`config.mk`:
```
export PLATFORM = sky130hd
export DESIGN_NAME = layer_control
export DESIGN_NICKNAME = d
export VERILOG_FILES = /design/src/rtl/layer_control.sv
export SDC_FILE = /design/constraint.sdc
export NUM_CORES = 1
export LEC_CHECK = 0
export CORE_ASPECT_RATIO = 0.75
export CORE_MARGIN = 1
export CORE_UTILIZATION = 54
export DETAILED_ROUTE_END_ITERATION = 10
export PLACE_DENSITY = 0.86
export SYNTH_ARGS = -nofsm -noshare
export SYNTH_HDL_FRONTEND = slang
export SYNTH_SLANG_ARGS = --single-unit
```
`constraint.sdc`:
```
create_clock -name i_clk -period 20.2 [get_ports i_clk]
set_input_delay 2.02 -clock i_clk [delete_from_list [all_inputs] [get_ports i_clk]]
set_output_delay 2.02 -clock i_clk [all_outputs]
set_load 0.05 [all_outputs]
```
`src/rtl/layer_control.sv`:
```
// Layer sequencer for a bank of associate units: broadcasts arguments, gathers results,
// scatters errors in training mode and reduces unit feedback into one saturated vector.
module layer_control #(
    parameter int ARGD  = 2,
    parameter int UNITS = 2
) (
    input  logic                        i_clk,
    input  logic                        i_rst,
    input  logic                        i_en,
    input  logic                        i_arg_stb,
    input  logic [8*ARGD-1:0]           i_arg_dat,
    output logic                        o_arg_rdy,
    output logic                        o_res_stb,
    output logic [16*UNITS-1:0]         o_res_dat,
    input  logic                        i_res_rdy,
    input  logic                        i_err_stb,
    input  logic [16*UNITS-1:0]         i_err_dat,
    output logic                        o_err_rdy,
    output logic                        o_fbk_stb,
    output logic [16*ARGD-1:0]          o_fbk_dat,
    input  logic                        i_fbk_rdy,
    output logic                        o_u_en,
    output logic [UNITS-1:0]            o_u_arg_stb,
    output logic [8*ARGD-1:0]           o_u_arg_dat,
    input  logic [UNITS-1:0]            i_u_arg_rdy,
    input  logic [UNITS-1:0]            i_u_res_stb,
    input  logic [16*UNITS-1:0]         i_u_res_dat,
    output logic [UNITS-1:0]            o_u_res_rdy,
    output logic [UNITS-1:0]            o_u_err_stb,
    output logic [16*UNITS-1:0]         o_u_err_dat,
    input  logic [UNITS-1:0]            i_u_err_rdy,
    input  logic [UNITS-1:0]            i_u_fbk_stb,
    input  logic [16*ARGD*UNITS-1:0]    i_u_fbk_dat,
    output logic [UNITS-1:0]            o_u_fbk_rdy
);
    localparam int CW = (UNITS > 1) ? $clog2(UNITS) : 1;

    typedef enum logic [3:0] {
        S_ARG, S_BCAST, S_GATHER, S_RES, S_ERR, S_SCAT, S_COLL, S_SUM, S_FBK
    } state_t;

    state_t                      r_state, w_next;
    logic [UNITS-1:0]            r_done, w_ack;
    logic [CW-1:0]               r_cnt;
    logic                        r_res_stb, r_fbk_stb, r_u_en;
    logic [8*ARGD-1:0]           r_u_arg_dat;
    logic [16*UNITS-1:0]         r_u_err_dat, r_res;
    logic [16*ARGD*UNITS-1:0]    r_fbk;
    logic [16*ARGD-1:0]          r_fbk_dat, w_sel, w_sat;
    logic [ARGD-1:0][23:0]       r_acc, w_sum;

    assign o_res_stb   = r_res_stb;
    assign o_res_dat   = r_res;
    assign o_fbk_stb   = r_fbk_stb;
    assign o_fbk_dat   = r_fbk_dat;
    assign o_u_en      = r_u_en;
    assign o_u_arg_dat = r_u_arg_dat;
    assign o_u_err_dat = r_u_err_dat;

    always_comb begin
        w_next      = r_state;
        w_ack       = '0;
        o_arg_rdy   = 1'b0;
        o_err_rdy   = 1'b0;
        o_u_arg_stb = '0;
        o_u_res_rdy = '0;
        o_u_err_stb = '0;
        o_u_fbk_rdy = '0;
        case (r_state)
            S_ARG: begin
                o_arg_rdy = 1'b1;
                if (i_arg_stb) w_next = S_BCAST;
            end
            S_BCAST: begin
                o_u_arg_stb = ~r_done;
                w_ack       = ~r_done & i_u_arg_rdy;
                if (&(r_done | w_ack)) w_next = S_GATHER;
            end
            S_GATHER: begin
                o_u_res_rdy = ~r_done;
                w_ack       = ~r_done & i_u_res_stb;
                if (&(r_done | w_ack)) w_next = S_RES;
            end
            S_RES: if (i_res_rdy) w_next = r_u_en ? S_ERR : S_ARG;
            S_ERR: begin
                o_err_rdy = 1'b1;
                if (i_err_stb) w_next = S_SCAT;
            end
            S_SCAT: begin
                o_u_err_stb = ~r_done;
                w_ack       = ~r_done & i_u_err_rdy;
                if (&(r_done | w_ack)) w_next = S_COLL;
            end
            S_COLL: begin
                o_u_fbk_rdy = ~r_done;
                w_ack       = ~r_done & i_u_fbk_stb;
                if (&(r_done | w_ack)) w_next = S_SUM;
            end
            S_SUM: if (r_cnt == CW'(UNITS - 1)) w_next = S_FBK;
            S_FBK: if (i_fbk_rdy) w_next = S_ARG;
            default: w_next = S_ARG;
        endcase
    end

    // Reduction datapath: one unit's feedback vector per SUM cycle, clamped on the last one.
    always_comb begin
        w_sel = '0;
        for (int i = 0; i < UNITS; i++)
            if (r_cnt == CW'(i)) w_sel = r_fbk[16*ARGD*i +: 16*ARGD];
        for (int k = 0; k < ARGD; k++) begin
            w_sum[k] = r_acc[k] + {{8{w_sel[16*k+15]}}, w_sel[16*k +: 16]};
            if ($signed(w_sum[k]) > 24'sd32767)
                w_sat[16*k +: 16] = 16'h7FFF;
            else if ($signed(w_sum[k]) < -24'sd32768)
                w_sat[16*k +: 16] = 16'h8000;
            else
                w_sat[16*k +: 16] = w_sum[k][15:0];
        end
    end

    always_ff @(posedge i_clk or posedge i_rst) begin
        if (i_rst) begin
            r_state     <= S_ARG;
            r_done      <= '0;
            r_cnt       <= '0;
            r_acc       <= '0;
            r_res_stb   <= 1'b0;
            r_fbk_stb   <= 1'b0;
            r_u_en      <= 1'b0;
            r_u_arg_dat <= '0;
            r_u_err_dat <= '0;
            r_res       <= '0;
            r_fbk       <= '0;
            r_fbk_dat   <= '0;
        end else begin
            r_state   <= w_next;
            r_res_stb <= (w_next == S_RES);
            r_fbk_stb <= (w_next == S_FBK);
            r_done    <= (w_next != r_state) ? '0 : (r_done | w_ack);
            if (r_state == S_ARG && i_arg_stb) begin
                r_u_arg_dat <= i_arg_dat;
                r_u_en      <= i_en;
            end
            if (r_state == S_ERR && i_err_stb) r_u_err_dat <= i_err_dat;
            for (int i = 0; i < UNITS; i++) begin
                if (r_state == S_GATHER && w_ack[i])
                    r_res[16*i +: 16] <= i_u_res_dat[16*i +: 16];
                if (r_state == S_COLL && w_ack[i])
                    r_fbk[16*ARGD*i +: 16*ARGD] <= i_u_fbk_dat[16*ARGD*i +: 16*ARGD];
            end
            // Accumulators idle at zero so every SUM pass starts clean.
            if (r_state == S_SUM) begin
                r_cnt <= r_cnt + CW'(1);
                r_acc <= w_sum;
                if (w_next == S_FBK) r_fbk_dat <= w_sat;
            end else begin
                r_cnt <= '0;
                r_acc <= '0;
            end
        end
    end
endmodule

```
==> impl_metrics.ini, run 1 <==
[outcome]
status = finished, final reports clean

[place]
gp_congestion = 0.9358
placed_area_mm2 = 0.01496
pre_cts_slack_ns = 15.43
post-dp-hpwl_um = 24310
numPortBuffers = 283

[sta]
fin_crit_sh_pct = 23.74
hold_viol = 0
fmax_ghz = 0.2086
final-setup-viol-count = 0
clock_skew_ns = 0.009492
worst_pin_slew_ns = 1.074
worst_hold_slack_ns = 0.4919
relSlewSlack_pct = 28.21
slew_violations = 0
rsz0062_at_grt = false
finalSetupTns_ns = 0
period_needed_ns = 4.795
layout_setup_ws_ns = 15.41

[detailed_routing]
routedWlPerCell_um = 20.45
dr.pass1.iters = 5
drc = 0
routed_wl_um = 33430
antenna_left = 0
vias = 9572
via_per_inst = 5.854
drt-initial-drc-count = 763

[floorplanning]
initial_utilization_pct = 55.72
coreArea_mm2 = 0.02135
pin_count = 284
die_height_um = 130.6
die_area_mm2 = 0.02264
num_rows = 46
chipWidth_um = 173.4

[power]
cellPowerDensity_mw_per_mm2 = 167.7
leakage_uw = 0.006873
p_seq_share_pct = 28.5
sw_frac_of_total_pct = 44.51
p_int_uw = 1469
p_clk_share_pct = 17.4
netSwitchingPower_uw = 1178
ir_worst_vdd_mv = 0.08573
comb_power_share_pct = 54.1

[layout]
finalNetCount = 1537
final_common_cell = clkdlybuf4s50_1
design_area_mm2 = 0.01578
drive_above_1_share_pct = 17.68
layout_common_cells = 283 x clkdlybuf4s50_1, 233 x dfrtp_1, 176 x mux2_2, 102 x nor2_1, 49 x a21oi_1
area_growth_pct = 32.62

[global_routing]
gr-total-overflow = 0
grt_pass1_wl_um = 51350
grt_usage_pct = 29.01
grt_start_max_net_pins = 110
grt_pass1_vias = 9280
antenna_found_initial = 3

[clocking]
htreeDepth = 1
clock_sinks = 234
cts-root-buf = clkbuf_16
clk_latency_ns = 0.51
clock_path_buffers = 3
cts_tree = yes
clk_pin_slew_ns = 0.06
cts_setup_buffers = 0
post_cts.resized_instances = 0
cts_buffers = 24
ctsHoldBuffers = 0

[worst_hold_path]
hold_path.class = reg2reg

[setup_path]
critPathCaptureType = flip-flop
cp-start-kind = flip-flop
crit_chain = buf_4 -> mux2_2 -> ha_1 -> fa_1 -> a211o_1 -> a21oi_2 -> o21ai_2 -> o21a_4 -> a31o_1 -> a311oi_4 -> and4bb_1 -> a22oi_2 -> o32a_1
crit_path_max_incr_delay_ns = 0.69
crit_type = reg2reg
critPathBufInv = 1
cpMaxStageDelayCell = a311oi_4
worstPathMaxFanout = 37
required_ns = 20.59
worstPathArrival_ns = 5.18
crit_family = compound AO/OA/AOI/OAI gates

[yosys]
synth-edff-count = 0
synth.distinct_cells = 63
synth-simple-area-share_pct = 10.73
syn_nets = 1273
synth_cells = 1066
synth_compound_area_share_pct = 13.24
ys_seq_area_share_pct = 49.21
synth.avg_cell_area_um2 = 11.16
synth_top_family_by_area = multiplexers
ys.flop_type = dfrtp_1
synthXorXnorAreaFrac_pct = 2.576
async_flop_share_pct = 100.0
ys_warn_count = 0
synthAdderAreaFrac_pct = 5.174
synthMuxAreaShare_pct = 16.82
syn_area_mm2 = 0.01190
synth_seq_cells = 234

[run]
max_cap_viol_count = 0
[worst paths after layout]
check	startpoint	end	slack [ns]	cells after the start
worst min-delay path	o_fbk_dat[15]$_DFFE_PP0P_	o_fbk_dat[15]$_DFFE_PP0P_	0.49	2
max in group asynchronous	i_rst	r_acc[0]$_DFF_PP0_	16.72	3
worst min register to register	o_fbk_dat[15]$_DFFE_PP0P_	o_fbk_dat[15]$_DFFE_PP0P_	0.49	2
worst max register to register	r_cnt$_DFF_PP0_	o_fbk_dat[18]$_DFFE_PP0P_	15.41	13
worst max-delay path	r_cnt$_DFF_PP0_	o_fbk_dat[18]$_DFFE_PP0P_	15.41	13
min in group asynchronous	i_rst	o_u_err_dat[6]$_DFFE_PP0P_	2.06	2
[registers in the layout, indices dropped and copies added (netlist names)]
| name | count |
|---|---|
| r_fbk | 64 |
| r_acc | 48 |
| o_fbk_stb | 1 |
| o_u_err_dat | 32 |
| r_cnt | 1 |
| o_u_en | 1 |
| r_done | 2 |
| r_state | 4 |
| o_fbk_dat | 32 |
| o_res_dat | 32 |
| o_res_stb | 1 |
| o_u_arg_dat | 16 |
[worst reg2reg max path: cells and delay by family, from the launching register on]
kind	cells	cell delay, ns
DFF	1	0.34
AOI/OAI and AO/OA	8	2.50
adders and majority gates	2	0.65
and+or+nand+nor	1	0.32
muxes	1	0.41
buffers and inverters	1	0.46
[stage by stage]
stage / power, uW / utilization, % / cells
after detailed placement: 2178 / 70.08 / 1592
final: 2647 / 73.90 / 1635
after global routing: 2773 / 73.90 / 1635
after CTS: 2650 / 73.89 / 1634
after floorplan: 1728 / - / 1066
after global placement: 2140 / 70.08 / 1592
[cell usage after synthesis, drive strengths merged (13+ instances only)]
library cell / instances / area [um2]
o32a: 15 / 150.1
a21oi: 50 / 254.0
ha: 46 / 575.6
and2: 25 / 156.4
o211ai: 13 / 97.59
nand3: 21 / 105.1
xor2: 15 / 131.4
buf: 17 / 76.32
nand2: 46 / 172.7
a21o: 15 / 112.6
o21ai: 54 / 274.0
mux2: 176 / 1982
nor2: 103 / 386.6
dfrtp: 234 / 5856
xnor2: 20 / 175.2
clkbuf: 35 / 131.4
inv: 16 / 60.06
nor3: 38 / 190.2
o22ai: 20 / 131.4
[power groups by stage]
stage,sequential [uW],combinational [uW],clock (uW)
floorplan,1090,643,0
global placement,745,1400,0
detailed placement,758,1420,0
CTS,752,1430,469
global route,773,1510,486
finish,753,1430,461
[final cells by class]
cell class	instances	area [um2]
Timing Repair Buffer	290	2885
Sequential cell	234	5857
Clock buffer	34	699.4
Multi-Input combinational cell	764	5793
Inverter	16	67.56
Tap cell	288	360.3
Antenna cell	1	2.502
Fill cell	1444	5573
Clock inverter	8	115.1
[cells by family after synthesis]
| kind of cell | Yosys count |
|---|---|
| compound gates | 231 |
| xor+xnor | 35 |
| fa+ha+maj | 48 |
| buf+inv | 68 |
| flops | 234 |
| mux | 178 |
| simple gates | 272 |
[per-layer routing]
layer	GRT usage [%]	part of all wire [%]	up-vias
li1	-	-	4432
met4	7.288	2.3	4
met5	0	0.081	-
met1	39.89	44	4750
met2	47.93	47	340
met3	5.440	6.2	46
No activity file was read; power rests on OpenSTA's default activity.
==> run 2: changes to the inputs <==
--- a/config.mk
+++ b/config.mk
@@ -7,9 +7,9 @@
 export LEC_CHECK = 0
 export CORE_ASPECT_RATIO = 0.75
 export CORE_MARGIN = 1
-export CORE_UTILIZATION = 54
+export CORE_UTILIZATION = 50
 export DETAILED_ROUTE_END_ITERATION = 10
-export PLACE_DENSITY = 0.86
+export PLACE_DENSITY = 0.8
 export SYNTH_ARGS = -nofsm -noshare
 export SYNTH_HDL_FRONTEND = slang
 export SYNTH_SLANG_ARGS = --single-unit
==> constraint.sdc (replaced) <==
create_clock -name i_clk -period 4.75 [get_ports i_clk]
set_input_delay 0.475 -clock i_clk [delete_from_list [all_inputs] [get_ports i_clk]]
set_output_delay 0.475 -clock i_clk [all_outputs]
set_load 0.05 [all_outputs]
==> impl_metrics.ini, run 2 (synthesis gave the netlist of run 1 again) <==
[clocking]
ctsHoldBuffers = 0
cts_setup_buffers = 0
cts-root-buf = clkbuf_16
post_cts.resized_instances = 0
cts_tree = yes
clk_latency_ns = 0.53
clock_sinks = 234
clock_path_buffers = 3
htreeDepth = 1
clk_pin_slew_ns = 0.06
cts_buffers = 26

[global_routing]
grt_pass1_vias = 9511
gr-total-overflow = 0
grt_start_max_net_pins = 173
grt_pass1_wl_um = 52820
antenna_found_initial = 2
grt_usage_pct = 27.46

[sta]
fmax_ghz = 0.2321
fin_crit_sh_pct = 90.71
relSlewSlack_pct = 32.76
final-setup-viol-count = 0
period_needed_ns = 4.309
worst_hold_slack_ns = 0.5029
clock_skew_ns = 0.009103
worst_pin_slew_ns = 1.005
slew_violations = 0
finalSetupTns_ns = 0
layout_setup_ws_ns = 0.4411
rsz0062_at_grt = false
hold_viol = 0

[setup_path]
worstPathMaxFanout = 15
r2r-start = r_cnt$_DFF_PP0_
r2r_cells = 12
cpMaxStageDelayCell = o22ai_2
r2r-end = o_fbk_dat[6]$_DFFE_PP0P_
r2r_slack_ns = 0.44
cp-start-kind = flip-flop
crit_family = compound AO/OA/AOI/OAI gates
worstPathArrival_ns = 4.69
required_ns = 5.13
critPathBufInv = 1
critPathCaptureType = flip-flop
crit_chain = buf_4 -> mux2_2 -> fa_1 -> a211oi_1 -> o211ai_1 -> a2111oi_0 -> a211oi_1 -> a211o_1 -> a2111oi_0 -> nand4_1 -> o22ai_2 -> o22ai_1
crit_type = reg2reg
cp_num_cells = 12
crit_path_max_incr_delay_ns = 0.57
endpoint = o_fbk_dat[6]$_DFFE_PP0P_
startpoint = r_cnt$_DFF_PP0_

[detailed_routing]
drt-initial-drc-count = 709
met2WireLength_um = 15570
drc = 0
via_per_inst = 5.777
routedWlPerCell_um = 20.17
vias = 9590
dr.pass1.iters = 5
wl_met1_um = 15360
met3WireLength_um = 1886
routed_wl_um = 33480
antenna_left = 0
top_layer = met5

[layout]
reg_top3 = r_fbk x64, r_acc x48
design_area_mm2 = 0.01604
largest_reg_flops = 64
top_register = r_fbk
antenna_cells = 0
drive_above_1_share_pct = 18.60
finalNetCount = 1547
layout_common_cells = 283 x clkdlybuf4s50_1, 234 x dfrtp_1, 176 x mux2_2, 102 x nor2_1, 49 x a21oi_1
final_common_cell = clkdlybuf4s50_1
area_growth_pct = 34.83

[power]
p_seq_share_pct = 27.6
cellPowerDensity_mw_per_mm2 = 723.9
leakage_uw = 0.006995
p_clk_share_pct = 19.7
p_int_uw = 6554
ir_worst_vdd_mv = 0.3650
finalPower_uw = 11610
comb_power_share_pct = 52.7
sw_frac_of_total_pct = 43.56
netSwitchingPower_uw = 5060

[place]
placed_area_mm2 = 0.01504
gp_congestion = 0.9670
post-dp-hpwl_um = 23960
numPortBuffers = 283
pre_cts_slack_ns = 0.5260

[floorplanning]
coreArea_mm2 = 0.02318
pin_count = 284
num_rows = 48
die_area_mm2 = 0.02443
die_height_um = 135.6
initial_utilization_pct = 51.33
chipWidth_um = 180.1

[outcome]
status = finished, final reports clean

[run]
max_cap_viol_count = 0

[worst_hold_path]
hold_path.class = reg2reg
-- run 2: changes by cell type in the layout (fill, tap and decap cells not counted), moves of 2 or more --
cell and change:
bufinv_16 +3, clkinvlp_4 +2, buf_4 +7, clkinv_2 -3, clkinv_4 +2, clkbuf_8 +4, clkbuf_1 -3
-- run 2: routing by layer --
layer,up-vias,global-route usage [%]
met5,-,0
met4,2,6.363
met3,43,3.790
met2,328,44.42
met1,4770,39.38
li1,4447,-
-- run 2: worst reg2reg max path, stage by stage, from the launching register on --
cell and delay (ns):
dfrtp_1 0.39, buf_4 0.24, mux2_2 0.40, fa_1 0.46, a211oi_1 0.29, o211ai_1 0.23
a2111oi_0 0.48, a211oi_1 0.14, a211o_1 0.25, a2111oi_0 0.32, nand4_1 0.16, o22ai_2 0.57
o22ai_1 0.22
-- run 2: layout make-up --
cell class / instances / area, um2
Timing Repair Buffer: 298 / 2958
Fill cell: 1722 / 7139
Sequential cell: 234 / 5856
Clock buffer: 36 / 768.2
Inverter: 16 / 63.81
Multi-Input combinational cell: 764 / 5791
Tap cell: 300 / 375.4
Clock inverter: 12 / 231.5
-- run 2: worst min-delay path by stage --
stage	from	endpoint	cells after the start
6_report	r_fbk[62]$_DFFE_PP0P_	r_fbk[62]$_DFFE_PP0P_	1
5_1_grt	r_fbk[62]$_DFFE_PP0P_	r_fbk[62]$_DFFE_PP0P_	1
4_1_cts	r_fbk[62]$_DFFE_PP0P_	r_fbk[62]$_DFFE_PP0P_	1
3_5_place_dp	r_fbk[62]$_DFFE_PP0P_	r_fbk[62]$_DFFE_PP0P_	1
3_3_place_gp	r_fbk[20]$_DFFE_PP0P_	r_fbk[20]$_DFFE_PP0P_	1
2_1_floorplan	r_fbk[61]$_DFFE_PP0P_	r_fbk[61]$_DFFE_PP0P_	1
-- run 2: metrics by stage --
stage	util [%]	instances
floorplan	-	1066
global placement	64.89	1612
detailed placement	64.89	1612
CTS	69.20	1660
global route	69.20	1660
finish	69.20	1660
-- run 2: power by group through the flow --
| stage | Combinational, uW | Sequential, uW | Clock [uW] |
|---|---|---|---|
| finish | 6120 | 3200 | 2290 |
| global route | 6480 | 3290 | 2420 |
| CTS | 6120 | 3200 | 2330 |
| detailed placement | 6070 | 3220 | 0 |
| global placement | 5970 | 3190 | 0 |
| floorplan | 2730 | 4620 | 0 |
